**config.mk**
```make
export PLATFORM = sky130hd
export DESIGN_NAME = sram_port_arbiter
export DESIGN_NICKNAME = d
export VERILOG_FILES = /design/src/rtl/sram_port_arbiter.sv
export SDC_FILE = /design/constraint.sdc
export NUM_CORES = 1
export LEC_CHECK = 0
export CORE_ASPECT_RATIO = 0.5
export CORE_MARGIN = 4
export CORE_UTILIZATION = 27
export DETAILED_ROUTE_END_ITERATION = 8
export GPL_ROUTABILITY_DRIVEN = 0
export GPL_TIMING_DRIVEN = 0
export HOLD_SLACK_MARGIN = 0.03
export SETUP_SLACK_MARGIN = 0.05
export SYNTH_ARGS = -nofsm -noshare
export SYNTH_HDL_FRONTEND = slang
export SYNTH_SLANG_ARGS = --single-unit
```
**constraint.sdc**
```tcl
create_clock -name clk_i -period 8.55 [get_ports clk_i]
set_clock_uncertainty 0.2 [all_clocks]
set_input_delay 2.565 -clock clk_i [delete_from_list [all_inputs] [get_ports clk_i]]
set_output_delay 2.565 -clock clk_i [all_outputs]
set_load 0.03 [all_outputs]
```
**src/rtl/sram_port_arbiter.sv**
```systemverilog
// Two-port valid/ready arbiter in front of a single-port SRAM, with response routing.
// Define SRAM_ARB_RR_EN for round-robin arbitration instead of fixed priority (port 1 first).
module sram_port_arbiter #(
  parameter int ADDR_WIDTH = 13,
  parameter int DATA_WIDTH = 32,
  parameter int READ_LAT   = 1
) (
  input  logic                    clk_i,
  input  logic                    rst_i,
  input  logic                    p0_valid_i,
  output logic                    p0_ready_o,
  input  logic [ADDR_WIDTH-1:0]   p0_addr_i,
  input  logic                    p0_we_i,
  input  logic [DATA_WIDTH-1:0]   p0_wdata_i,
  input  logic [DATA_WIDTH/8-1:0] p0_wmask_i,
  output logic                    p0_rsp_valid_o,
  output logic [DATA_WIDTH-1:0]   p0_rsp_rdata_o,
  input  logic                    p1_valid_i,
  output logic                    p1_ready_o,
  input  logic [ADDR_WIDTH-1:0]   p1_addr_i,
  input  logic                    p1_we_i,
  input  logic [DATA_WIDTH-1:0]   p1_wdata_i,
  input  logic [DATA_WIDTH/8-1:0] p1_wmask_i,
  output logic                    p1_rsp_valid_o,
  output logic [DATA_WIDTH-1:0]   p1_rsp_rdata_o,
  output logic                    sram_csb_o,
  output logic                    sram_web_o,
  output logic [ADDR_WIDTH-1:0]   sram_addr_o,
  output logic [DATA_WIDTH-1:0]   sram_wdata_o,
  output logic [DATA_WIDTH/8-1:0] sram_wmask_o,
  input  logic [DATA_WIDTH-1:0]   sram_rdata_i
);
  localparam int MASK_WIDTH = DATA_WIDTH / 8;
  localparam int DEPTH      = READ_LAT + 1;

  typedef struct packed {
    logic valid;
    logic port;
    logic is_write;
  } flight_t;

  logic                  grant1;
  logic                  accept;
  logic                  sel_we;
  logic [ADDR_WIDTH-1:0] sel_addr;
  logic [DATA_WIDTH-1:0] sel_wdata;
  logic [MASK_WIDTH-1:0] sel_wmask;

  logic                  csb_q, csb_d;
  logic                  web_q, web_d;
  logic [ADDR_WIDTH-1:0] addr_q, addr_d;
  logic [DATA_WIDTH-1:0] wdata_q, wdata_d;
  logic [MASK_WIDTH-1:0] wmask_q, wmask_d;
  flight_t               flight_q [DEPTH];
  flight_t               flight_d [DEPTH];
  flight_t               tail;
  logic                  rsp0_valid_q, rsp0_valid_d;
  logic                  rsp1_valid_q, rsp1_valid_d;
  logic [DATA_WIDTH-1:0] rsp0_rdata_q, rsp0_rdata_d;
  logic [DATA_WIDTH-1:0] rsp1_rdata_q, rsp1_rdata_d;

`ifdef SRAM_ARB_RR_EN
  logic last_q, last_d;
`endif

  // grant1 selects port 1; it can only be set when port 1 is valid.
  always_comb begin
    grant1 = p1_valid_i;
`ifdef SRAM_ARB_RR_EN
    if (p0_valid_i && p1_valid_i) grant1 = ~last_q;
`endif
  end

  assign accept     = (p0_valid_i | p1_valid_i) & ~rst_i;
  assign p1_ready_o = p1_valid_i & grant1 & ~rst_i;
  assign p0_ready_o = p0_valid_i & ~grant1 & ~rst_i;

  assign sel_we    = grant1 ? p1_we_i    : p0_we_i;
  assign sel_addr  = grant1 ? p1_addr_i  : p0_addr_i;
  assign sel_wdata = grant1 ? p1_wdata_i : p0_wdata_i;
  assign sel_wmask = grant1 ? p1_wmask_i : p0_wmask_i;

  always_comb begin
    csb_d   = ~accept;
    web_d   = 1'b1;
    addr_d  = addr_q;
    wdata_d = wdata_q;
    wmask_d = wmask_q;
    if (accept) begin
      web_d   = ~sel_we;
      addr_d  = sel_addr;
      wdata_d = sel_wdata;
      wmask_d = sel_we ? sel_wmask : '0;
    end
  end

`ifdef SRAM_ARB_RR_EN
  assign last_d = accept ? grant1 : last_q;
`endif

  assign flight_d[0] = '{valid: accept, port: grant1, is_write: sel_we};

  genvar gi;
  generate
    for (gi = 1; gi < DEPTH; gi++) begin : g_shift
      assign flight_d[gi] = flight_q[gi-1];
    end
  endgenerate

  // The tail entry is live in the cycle sram_rdata_i carries its data.
  assign tail = flight_q[DEPTH-1];

  always_comb begin
    rsp0_valid_d = tail.valid & ~tail.port;
    rsp1_valid_d = tail.valid & tail.port;
    rsp0_rdata_d = rsp0_rdata_q;
    rsp1_rdata_d = rsp1_rdata_q;
    if (rsp0_valid_d) rsp0_rdata_d = tail.is_write ? '0 : sram_rdata_i;
    if (rsp1_valid_d) rsp1_rdata_d = tail.is_write ? '0 : sram_rdata_i;
  end

  always_ff @(posedge clk_i or posedge rst_i) begin
    if (rst_i) begin
      csb_q        <= 1'b1;
      web_q        <= 1'b1;
      addr_q       <= '0;
      wdata_q      <= '0;
      wmask_q      <= '0;
      rsp0_valid_q <= 1'b0;
      rsp1_valid_q <= 1'b0;
      rsp0_rdata_q <= '0;
      rsp1_rdata_q <= '0;
      for (int i = 0; i < DEPTH; i++) flight_q[i] <= '0;
    end else begin
      csb_q        <= csb_d;
      web_q        <= web_d;
      addr_q       <= addr_d;
      wdata_q      <= wdata_d;
      wmask_q      <= wmask_d;
      rsp0_valid_q <= rsp0_valid_d;
      rsp1_valid_q <= rsp1_valid_d;
      rsp0_rdata_q <= rsp0_rdata_d;
      rsp1_rdata_q <= rsp1_rdata_d;
      for (int i = 0; i < DEPTH; i++) flight_q[i] <= flight_d[i];
    end
  end

`ifdef SRAM_ARB_RR_EN
  always_ff @(posedge clk_i or posedge rst_i) begin
    if (rst_i) last_q <= 1'b0;
    else       last_q <= last_d;
  end
`endif

  assign sram_csb_o     = csb_q;
  assign sram_web_o     = web_q;
  assign sram_addr_o    = addr_q;
  assign sram_wdata_o   = wdata_q;
  assign sram_wmask_o   = wmask_q;
  assign p0_rsp_valid_o = rsp0_valid_q;
  assign p1_rsp_valid_o = rsp1_valid_q;
  assign p0_rsp_rdata_o = rsp0_rdata_q;
  assign p1_rsp_rdata_o = rsp1_rdata_q;

endmodule

```
==> results by group <==
Outcome
  – Status: finished, final reports clean

Drt
  – DRT iter0 DRCs: ~140
  – Routed via count: about 4.4k
  – Drt total wl: around 16000 um
  – Routed wire length per instance: ~16 um
  – Remaining antenna violation count after routing: 0
  – Initial DRT Pass Iterations: 4
  – Residual DRC count: 0
  – Detail-routed via count per cell: roughly 4.3

Timing
  – Unrepaired setup endpoints after global routing: no
  – Count of final max-slew check failures: 0
  – Final period demand of the worst path: ~7 ns
  – Setup TNS: 0 ns
  – Maximum clock frequency: about 140 MHz
  – Worst path setup slack after routing: approximately 1.4 ns
  – Total count of hold-check failures in the final report: 0
  – Tcrit/Tclk final: a little over four fifths
  – Final setup violation count: 0
  – Rel. slew slack: 56.2%
  – Measured slew at the worst slew-check pin: about 0.66 ns

Worst setup path
  – Largest incremental delay on the critical path: between 0.6 and 0.7 ns
  – Arrival @ worst endpoint: between 4 and 5 ns
  – Endpoint of the most critical register-to-register path: p1_rsp_rdata_o[12]$_DFFE_PP0P_
  – Category of cells accounting for the largest share of critical-path delay: buffers and inverters
  – Buf/Inv on CP: 4
  – Critical Path Source Type: input pin
  – Req. time, crit path: ~5.8 ns
  – Maximum fanout encountered on the critical timing path: 10
  – Cell repeated most along the worst path: sky130_fd_sc_hd__clkdlybuf4s50_1
  – Length in cells of the worst reg-to-reg path: 4
  – Type of the worst setup path: input pin to output pin
  – Critical path's slowest cell: sky130_fd_sc_hd__clkdlybuf4s50_1
  – Minimum setup slack among reg-to-reg paths: 6.93 ns
  – Reg-to-reg startpoint: flight_q[2]$_DFF_PP0_
  – Critical-path cell list: clkdlybuf4s50_1 > buf_6 > buf_2 > nor2b_1 > clkdlybuf4s50_1
  – Kind of end point of the critical path: output pin

Final layout
  – Number of antenna repair diodes: 0
  – Fraction of final layout cells sized beyond drive strength 1: a little over a fifth
  – Post-layout net count: about 900
  – Fin util: 45.7%
  – Area growth, synth to finish: 65.2%

Synth
  – Post-synthesis register bit count: 123
  – Flip-flop cell with the highest count after synthesis: sky130_fd_sc_hd__dfrtp_1
  – Share of synthesized area occupied by flip-flops and latches: between 50 and 60%
  – Count of cell types in the netlist: 20
  – Number of warning messages in the yosys log: 0
  – Average cell area after synthesis: between 10 and 15 um^2
  – Most frequent cells after synthesis: 121 x sky130_fd_sc_hd__dfrtp_1, 65 x sky130_fd_sc_hd__nand2_1, 64 x sky130_fd_sc_hd__o21ai_1
  – Async set-or-reset flop fraction in the synthesized netlist: between 90% and 100%
  – Area of the mapped netlist: approximately 0.0054 mm^2
  – Post-Synthesis Cells: between 400 and 500
  – Number of synthesized flops with an enable pin: 0
  – Leading cell type by number of instances after synthesis: sky130_fd_sc_hd__dfrtp_1
  – Syn nets: 610
  – Post-synth top area share: a little under three fifths
  – Synth top area cells: sky130_fd_sc_hd__dfrtp_1 56%, sky130_fd_sc_hd__mux2i_1 9.1%, sky130_fd_sc_hd__o21ai_2 7.9%
  – Cell type with the largest total area after synthesis: sky130_fd_sc_hd__dfrtp_1

Clocking
  – Skew-Pair Late Insertion Delay: about 0.4 ns
  – Maximum level of the CTS H-tree: 4
  – Buffer levels on the longest clock path: 2
  – Clock tree from TritonCTS: yes
  – Total CTS buffers: 17
  – Resized Gates After CTS: 0
  – CTS sink count: between 100 and 150
  – Clock Pin Slew Worst Setup and Hold Paths: 0.05 ns
  – Clock tree root buffer cell: sky130_fd_sc_hd__clkbuf_16
  – Number of buffers inserted by post-CTS setup repair: 0
  – CTS Hold Buffers Added: 0

Floorplan
  – Ports placed on the boundary: 255
  – Die Width: 208 um
  – Die extent in y: between 100 and 150 um
  – Placement row count: 36
  – Core region area: between 0.015 and 0.02 mm^2
  – Area of the die: 0.0225 mm^2
  – Initial Utilization: 27.7%

Hold path
  – End point of the worst hold path: flight_q[2]$_DFF_PP0_
  – Worst hold path startpoint: flight_d[2]$_DFF_PP0_
  – Hold path depth: 0
  – Hold Crit Class: flip-flop to flip-flop

Global routing
  – Pin count of the biggest net entering global routing: 70
  – Vias in the first global route: approximately 4.5k
  – Overall global routing resource usage: between 10% and 20%
  – Initial antenna violation count: 0
  – Wire length of the first global-routing pass: around 25000 um
  – Final global-route overflow total: 0

Pwr
  – Total leakage power: about 3.8 nW
  – Power density normalized to cell area: roughly 220 mW/mm^2
  – Highest ir drop seen on vdd: between 0.15 and 0.2 mV
  – Overall Power: about 2 mW

Placement
  – Number of buffer cells added on primary ports: 254
  – Placed wire-length estimate: 12700 um
  – Worst slack at placement: around 1.4 ns

Run
  – Number of maximum-capacitance violations: 0
-- placed cells by master (no fill, tap or decap) --
cell type and count:
sky130_fd_sc_hd__clkdlybuf4s50_1 254, sky130_fd_sc_hd__dfrtp_1 121, sky130_fd_sc_hd__nand2_1 65, sky130_fd_sc_hd__o21ai_1 64, sky130_fd_sc_hd__nand2_2 50, sky130_fd_sc_hd__mux2i_1 49
sky130_fd_sc_hd__o21ai_2 49, sky130_fd_sc_hd__nand2b_1 33, sky130_fd_sc_hd__clkbuf_16 17, sky130_fd_sc_hd__buf_2 16, sky130_fd_sc_hd__clkbuf_1 6, sky130_fd_sc_hd__buf_12 6
sky130_fd_sc_hd__clkinvlp_4 5, sky130_fd_sc_hd__buf_4 4, sky130_fd_sc_hd__inv_6 4, sky130_fd_sc_hd__bufinv_16 3, sky130_fd_sc_hd__inv_1 2, sky130_fd_sc_hd__clkbuf_8 2
sky130_fd_sc_hd__dfstp_2 2, sky130_fd_sc_hd__inv_2 1, sky130_fd_sc_hd__buf_6 1, sky130_fd_sc_hd__o21bai_4 1, sky130_fd_sc_hd__mux2_2 1, sky130_fd_sc_hd__nor3b_1 1
sky130_fd_sc_hd__nor2b_1 1, sky130_fd_sc_hd__buf_1 1, sky130_fd_sc_hd__clkinv_4 1, sky130_fd_sc_hd__buf_16 1
-- metrics by stage --
| step | hold WS [ns] | std cells | area (um^2) |
|---|---|---|---|
| after CTS | 0.147 | 1027 | 8930 |
| after global routing | 0.165 | 1027 | 8930 |
| after global placement | 0.137 | 994 | 8280 |
| after floorplan | 0.131 | 474 | 5410 |
| after detailed placement | 0.135 | 995 | 8310 |
| final | 0.146 | 1027 | 8930 |
-- cell families after synthesis --
| logic type | Yosys count | synth area share, % |
|---|---|---|
| AO/OA/AOI/OAI | 114 | 14.2 |
| buffers and inverters | 37 | 5.16 |
| flip-flops | 123 | 57.0 |
| multiplexers | 50 | 9.28 |
| AND/OR/NAND/NOR | 150 | 14.4 |
-- state kept, by name, indices dropped and copies added (netlist names) --
register        count
sram_web_o          1
flight_q            3
p0_rsp_rdata_o     32
p1_rsp_valid_o      1
p0_rsp_valid_o      1
p1_rsp_rdata_o     32
sram_wdata_o       32
sram_wmask_o        4
flight_d            3
sram_csb_o          1
sram_addr_o        13
-- metal layers --
layer  global-route usage [%]  share of wire, %
met5                        0                 0
met1                     16.7                41
met3                     3.36               3.3
met4                     3.33               1.0
met2                     26.6                55
-- cell type report --
| class | instances | area (um^2) |
|---|---|---|
| Multi-Input combinational cell | 314 | 2050 |
| Tap cell | 266 | 333 |
| Clock buffer | 20 | 457 |
| Clock inverter | 12 | 163 |
| Buffer | 33 | 264 |
| Fill cell | 1857 | 10600 |
| Timing Repair Buffer | 255 | 2570 |
| Inverter | 4 | 20.0 |
| Sequential cell | 123 | 3080 |
-- power breakdown --
group / switching, mW / internal [mW]
logic: 0.306 / 0.249
registers: 0.0466 / 0.660
clock network: 0.266 / 0.477
total: 0.619 / 1.39
-- worst max-delay path by stage --
stage,start,endpoint,slack [ns],cells after the start
2_1_floorplan,p1_valid_i,p0_ready_o,2.14,3
3_3_place_gp,rst_i,p0_rsp_rdata_o[14]$_DFFE_PP0P_,0.54,2
3_5_place_dp,p1_valid_i,p1_ready_o,1.38,5
4_1_cts,p1_valid_i,p1_ready_o,1.38,5
5_1_grt,p1_valid_i,p1_ready_o,1.30,5
6_report,p1_valid_i,p1_ready_o,1.43,5
No activity file was read; power rests on OpenSTA's default activity.
==> edit 1: new RTL, same settings <==
The parameter `ADDR_WIDTH` goes from 13 to 14.
--- a/src/rtl/sram_port_arbiter.sv
+++ b/src/rtl/sram_port_arbiter.sv
@@ -1,7 +1,7 @@
 // Two-port valid/ready arbiter in front of a single-port SRAM, with response routing.
 // Define SRAM_ARB_RR_EN for round-robin arbitration instead of fixed priority (port 1 first).
 module sram_port_arbiter #(
-  parameter int ADDR_WIDTH = 13,
+  parameter int ADDR_WIDTH = 14,
   parameter int DATA_WIDTH = 32,
   parameter int READ_LAT   = 1
 ) (
Interface: changed (resized p0_addr_i, p1_addr_i and sram_addr_o); port bits go from 255 to 258. No check against the original RTL was run, so the function may have changed too.
==> edit 1 against the original RTL <==
Area after synthesis is 6.6% lower; setup slack worse by 74 ps; global-route usage is 1.4 points higher; total power is 3.2% lower; routed wire length is 0.12% lower; design area is 4.3% lower; sequential cell count is 1 higher; cell count is 1.9% lower.
==> edit 1: results (changes against the original RTL) <==
Outcome = completed (unchanged)
Ys async rst share = 100% (unchanged)
Max clock buf depth = 2 (unchanged)
R2R Path Start = flight_q[2]$_DFF_PP0_ (unchanged)
Seq/Total Area, Yosys = 61.5% (was 57.0%)
WHS Endpoint = flight_q[2]$_DFF_PP0_ (unchanged)
Clk_lat worst skew = 410 ps (was 390 ps)
Sequential power = 707 uW (about the same)
Max incr delay on CP = 740 ps (was 680 ps)
Pre-CTS setup slack = 1360 ps (was 1380 ps)
N_diodes = 0 (unchanged)
Routed vias/inst = 4.40 (was 4.25)
Synth warn = 0 (unchanged)
Critical Path AT = 4430 ps (was 4360 ps)
Global-route wire length before repair = 25800 um (was 25300 um)
Post-CTS Setup Bufs = 0 (unchanged)
Overall global routing resource usage = 15.6% (was 14.2%)
Final wirelength = 16400 um (about the same)
Largest net degree at the start of global routing = 77 (was 70)
Reg2reg end = p0_rsp_rdata_o[4]$_DFFE_PP0P_ (was p1_rsp_rdata_o[12]$_DFFE_PP0P_)
Crit path max-delay cell type = clkdlybuf4s50_1 (unchanged)
Starting DRT DRC Count = 85 (was 138)
Share of layout cells above drive strength 1 = 7.16% (was 21.6%)
Synth Instances = 478 (was 474)
Mapped Nets = 616 (was 610)
Count of buffers from port buffering = 257 (was 254)
Worst-Margin Slew = 542 ps (was 658 ps)
Hold Path Class = reg -> reg (unchanged)
Pwr top = the clock network (unchanged)
P per Cell Area = 227 mW/mm^2 (was 224 mW/mm^2)
Period utilization = 84.2% (was 83.3%)
R2R setup slack = 6930 ps (about the same)
Synth area leaders = dfrtp_1 (60%), o21ai_0 (11%), mux2i_1 (9.9%) (was dfrtp_1 (56%), mux2i_1 (9.1%), o21ai_2 (7.9%))
Reg2Reg Depth = 4 (unchanged)
Hold depth = 0 (unchanged)
Post-synth cell types = 16 (was 20)
Hold WS = 149 ps (was 146 ps)
Logic gate share of total power = 26.5% (was 27.7%)
Placed wire-length estimate = 12400 um (was 12700 um)
Capture point of the worst path = p0_ready_o (was p1_ready_o)
Via count = 4438 (was 4368)
Post-CTS resize count = 0 (unchanged)
Top cells by count, synth = dfrtp_1 (122), nand2_1 (116), o21ai_0 (107) (was dfrtp_1 (121), nand2_1 (65), o21ai_1 (64))
Number of global-route vias before repair = 4644 (was 4515)
CP max FO = 10 (unchanged)
Drt pass-1 iters = 4 (unchanged)
Leak pwr = 0.00373 uW (was 0.00382 uW)
# fillers = 1752 (was 1857)
Antenna violations before repair = 1 (was 0)
Crit path max-delay family = buffers and inverters (unchanged)
Worst vdd ir = 0.144 mV (was 0.157 mV)
Nets = 893 (was 884)
Tot Pwr = 1940 uW (was 2010 uW)
HP Start = flight_d[2]$_DFF_PP0_ (unchanged)
Sw Pwr = 603 uW (was 619 uW)
Placed instance area = 0.00795 mm^2 (was 0.00831 mm^2)
CTS clk-pin slew, worst paths = 60 ps
Placed Instances = 976 (was 995)
edit 1: cell families (layout without fill, tap and decap cells):
family	after synthesis	in the layout	share of synthesized area, %
AOI/OAI and AO/OA	115	115	11.7
buffers and inverters	37	327	3.69
DFF	124	124	61.5
muxes	51	51	10.1
and+or+nand+nor	151	151	13.0
edit 1: layout make-up:
class	count	area share (%)
clock buffer	22	5.78
multi-input combinational	317	20.5
tap	240	3.51
inverter	4	0.234
sequential	124	36.3
clock inverter	10	1.20
buffer	33	2.00
timing repair buffer	258	30.4
edit 1: metal layers:
| layer | GRT usage (%) | up-vias | part of all wire, % |
|---|---|---|---|
| li1 | - | 2144 | - |
| met1 | 18.7 | 2159 | 42 |
| met2 | 27.6 | 107 | 52 |
| met3 | 3.66 | 26 | 4.1 |
| met4 | 5.17 | 2 | 1.8 |
| met5 | 0 | - | 0.079 |
edit 1: worst register-to-register path, cell delays in order (launching register included):
cell and delay (ps):
dfrtp_1 370, nand2b_1 80, buf_2 220, clkbuf_1 420, o21ai_0 180
==> edit 2: new RTL, config.mk and constraints unchanged <==
Made on the original files. `rsp0_rdata_q` no longer has a reset.
--- a/src/rtl/sram_port_arbiter.sv
+++ b/src/rtl/sram_port_arbiter.sv
@@ -128,7 +128,6 @@
       wmask_q      <= '0;
       rsp0_valid_q <= 1'b0;
       rsp1_valid_q <= 1'b0;
-      rsp0_rdata_q <= '0;
       rsp1_rdata_q <= '0;
       for (int i = 0; i < DEPTH; i++) flight_q[i] <= '0;
     end else begin
@@ -139,10 +138,13 @@
       wmask_q      <= wmask_d;
       rsp0_valid_q <= rsp0_valid_d;
       rsp1_valid_q <= rsp1_valid_d;
-      rsp0_rdata_q <= rsp0_rdata_d;
       rsp1_rdata_q <= rsp1_rdata_d;
       for (int i = 0; i < DEPTH; i++) flight_q[i] <= flight_d[i];
     end
+  end
+
+  always_ff @(posedge clk_i) begin
+    rsp0_rdata_q <= rsp0_rdata_d;
   end
 
 `ifdef SRAM_ARB_RR_EN
Function: differs if rst_i is asserted again (counterexample within 4 cycles, from zero or initial values and one cycle with rst_i high); with rst_i held inactive, the same outputs for 10 cycles.
==> edit 2 against the original RTL <==
Setup slack worse by 9.7 ps; clock power down 3.4%; routed wire length shrank 6.6%; design area down 1.2%; total power fell by 4.9%; area after synthesis shrank 1.7%; sequential cell count unchanged; largest power group unchanged.
==> edit 2: results (changes against the original RTL) <==
Outcome = completed (unchanged)
CTS clk-pin slew, worst paths = 60 ps
CP max FO = 10 (unchanged)
Mapped Nets = 502 (was 610)
Post-synthesis mux area share = 16.2% (was 9.28%)
Post-CTS resize count = 0 (unchanged)
Share of layout cells above drive strength 1 = 28.0% (was 21.6%)
Adder-cell share of the synthesized area = 0% (unchanged)
Total CTS buffers = 17 (unchanged)
EDFF count, synth = 32 (was 0)
Synth Area in Compound Gates = 8.43% (was 14.2%)
Synth area leaders = dfrtp_1 (42%), edfxtp_1 (18%), mux2i_1 (9.2%) (was dfrtp_1 (56%), mux2i_1 (9.1%), o21ai_2 (7.9%))
Sw Pwr = 574 uW (was 619 uW)
Global route total overflow = 0 (unchanged)
Leak pwr = 0.00368 uW (was 0.00382 uW)
Number of global-route vias before repair = 4132 (was 4515)
Placed wire-length estimate = 11900 um (was 12700 um)
Starting DRT DRC Count = 105 (was 138)
Clk_lat worst skew = 410 ps (was 390 ps)
Critical Path AT = 4370 ps (was 4360 ps)
Nets = 777 (was 884)
Count of buffers from port buffering = 254 (unchanged)
Post-CTS Setup Bufs = 0 (unchanged)
Area share of xor/xnor cells in the synthesized design = 0% (unchanged)
Per-cell routed wire length = 16.8 um (was 16.0 um)
Post-synth cell types = 17 (was 20)
N_diodes = 0 (unchanged)
Synth Flop Type = dfrtp_1 (unchanged)
Htree depth = 4 (unchanged)
Worst-Margin Slew = 688 ps (was 658 ps)
Ys async rst share = 74.0% (was 100%)
Worst vdd ir = 0.145 mV (was 0.157 mV)
Global-route wire length before repair = 23600 um (was 25300 um)
Seq/Total Area, Yosys = 61.0% (was 57.0%)
Top cells by count, synth = dfrtp_1 (89), nand2_2 (50), mux2i_1 (49), o21ai_2 (49), nor2b_1 (34) (was dfrtp_1 (121), nand2_1 (65), o21ai_1 (64))
Routed vias/inst = 4.15 (was 4.25)
Largest net degree at the start of global routing = 50 (was 70)
Overall global routing resource usage = 13.9% (was 14.2%)
==> edit 2: changes by cell type after synthesis <==
cell      unedited run  this run
nand2_1             65         1
o21ai_1             64         0
nand2b_1            33         0
nor2b_1              1        34
dfrtp_1            121        89
edfxtp_1             0        32
mux2_2               1        23
mux2_1               0        10
buf_2               16        11
clkbuf_1             5         0
buf_1                1         0
inv_2                1         0
==> edit 2: metrics by stage <==
step / util (%) / cells / cell area (um^2) / setup slack [ps]
detailed placement: 43.7 / 881 / 8240 / 1390
global route: 46.8 / 913 / 8830 / 1280
floorplan: - / 366 / 5320 / 2140
global placement: 43.3 / 879 / 8180 / 1390
CTS: 46.8 / 913 / 8830 / 1380
finish: 46.8 / 913 / 8830 / 1420
==> edit 2: cell type report <==
type	instances	area, um^2
Fill cell	1776	10000
Sequential cell	123	3240
Timing Repair Buffer	256	2590
Multi-Input combinational cell	218	1850
Clock buffer	17	425
Tap cell	259	324
Buffer	22	216
Clock inverter	15	165
Inverter	3	13.8
==> edit 2: power groups by stage <==
| stage | registers (uW) | logic [uW] | clock network (uW) |
|---|---|---|---|
| 5_1_grt | 715 | 511 | 771 |
| 2_1_floorplan | 843 | 127 | 0 |
| 4_1_cts | 708 | 493 | 740 |
| 3_3_place_gp | 716 | 485 | 0 |
| 3_5_place_dp | 718 | 491 | 0 |
| 6_report | 707 | 483 | 718 |
==> edit 2: worst max-delay path, delay by kind of cell <==
kind | cells | cell delay [ps]
buffers and inverters | 4 | 1620
AND/OR/NAND/NOR | 1 | 160
==> edit 2: final timing paths <==
| kind | startpoint | to | slack [ps] | depth (start not counted) |
|---|---|---|---|---|
| setup / recovery | p1_valid_i | p1_ready_o | 1420 | 5 |
| hold / removal | flight_d[0]$_DFF_PP0_ | flight_q[0]$_DFF_PP0_ | 150 | 0 |
| setup reg to reg | flight_q[1]$_DFF_PP0_ | p1_rsp_rdata_o[9]$_DFFE_PP0P_ | 6930 | 3 |
| hold reg to reg | flight_d[0]$_DFF_PP0_ | flight_q[0]$_DFF_PP0_ | 150 | 0 |
| max in group asynchronous | rst_i | sram_web_o$_DFF_PP1_ | 4930 | 3 |
| min in group asynchronous | rst_i | sram_wdata_o[3]$_DFFE_PP0P_ | 2520 | 2 |
==> edit 2: metal layers <==
metal,vias up,routed length (um),GRT usage (%),share of wire (%)
li1,1838,-,-,-
met4,0,197,4.41,1.3
met3,13,634,3.41,4.1
met1,1858,6070,16.3,40
met5,-,0,0,0
met2,81,8450,25.2,55
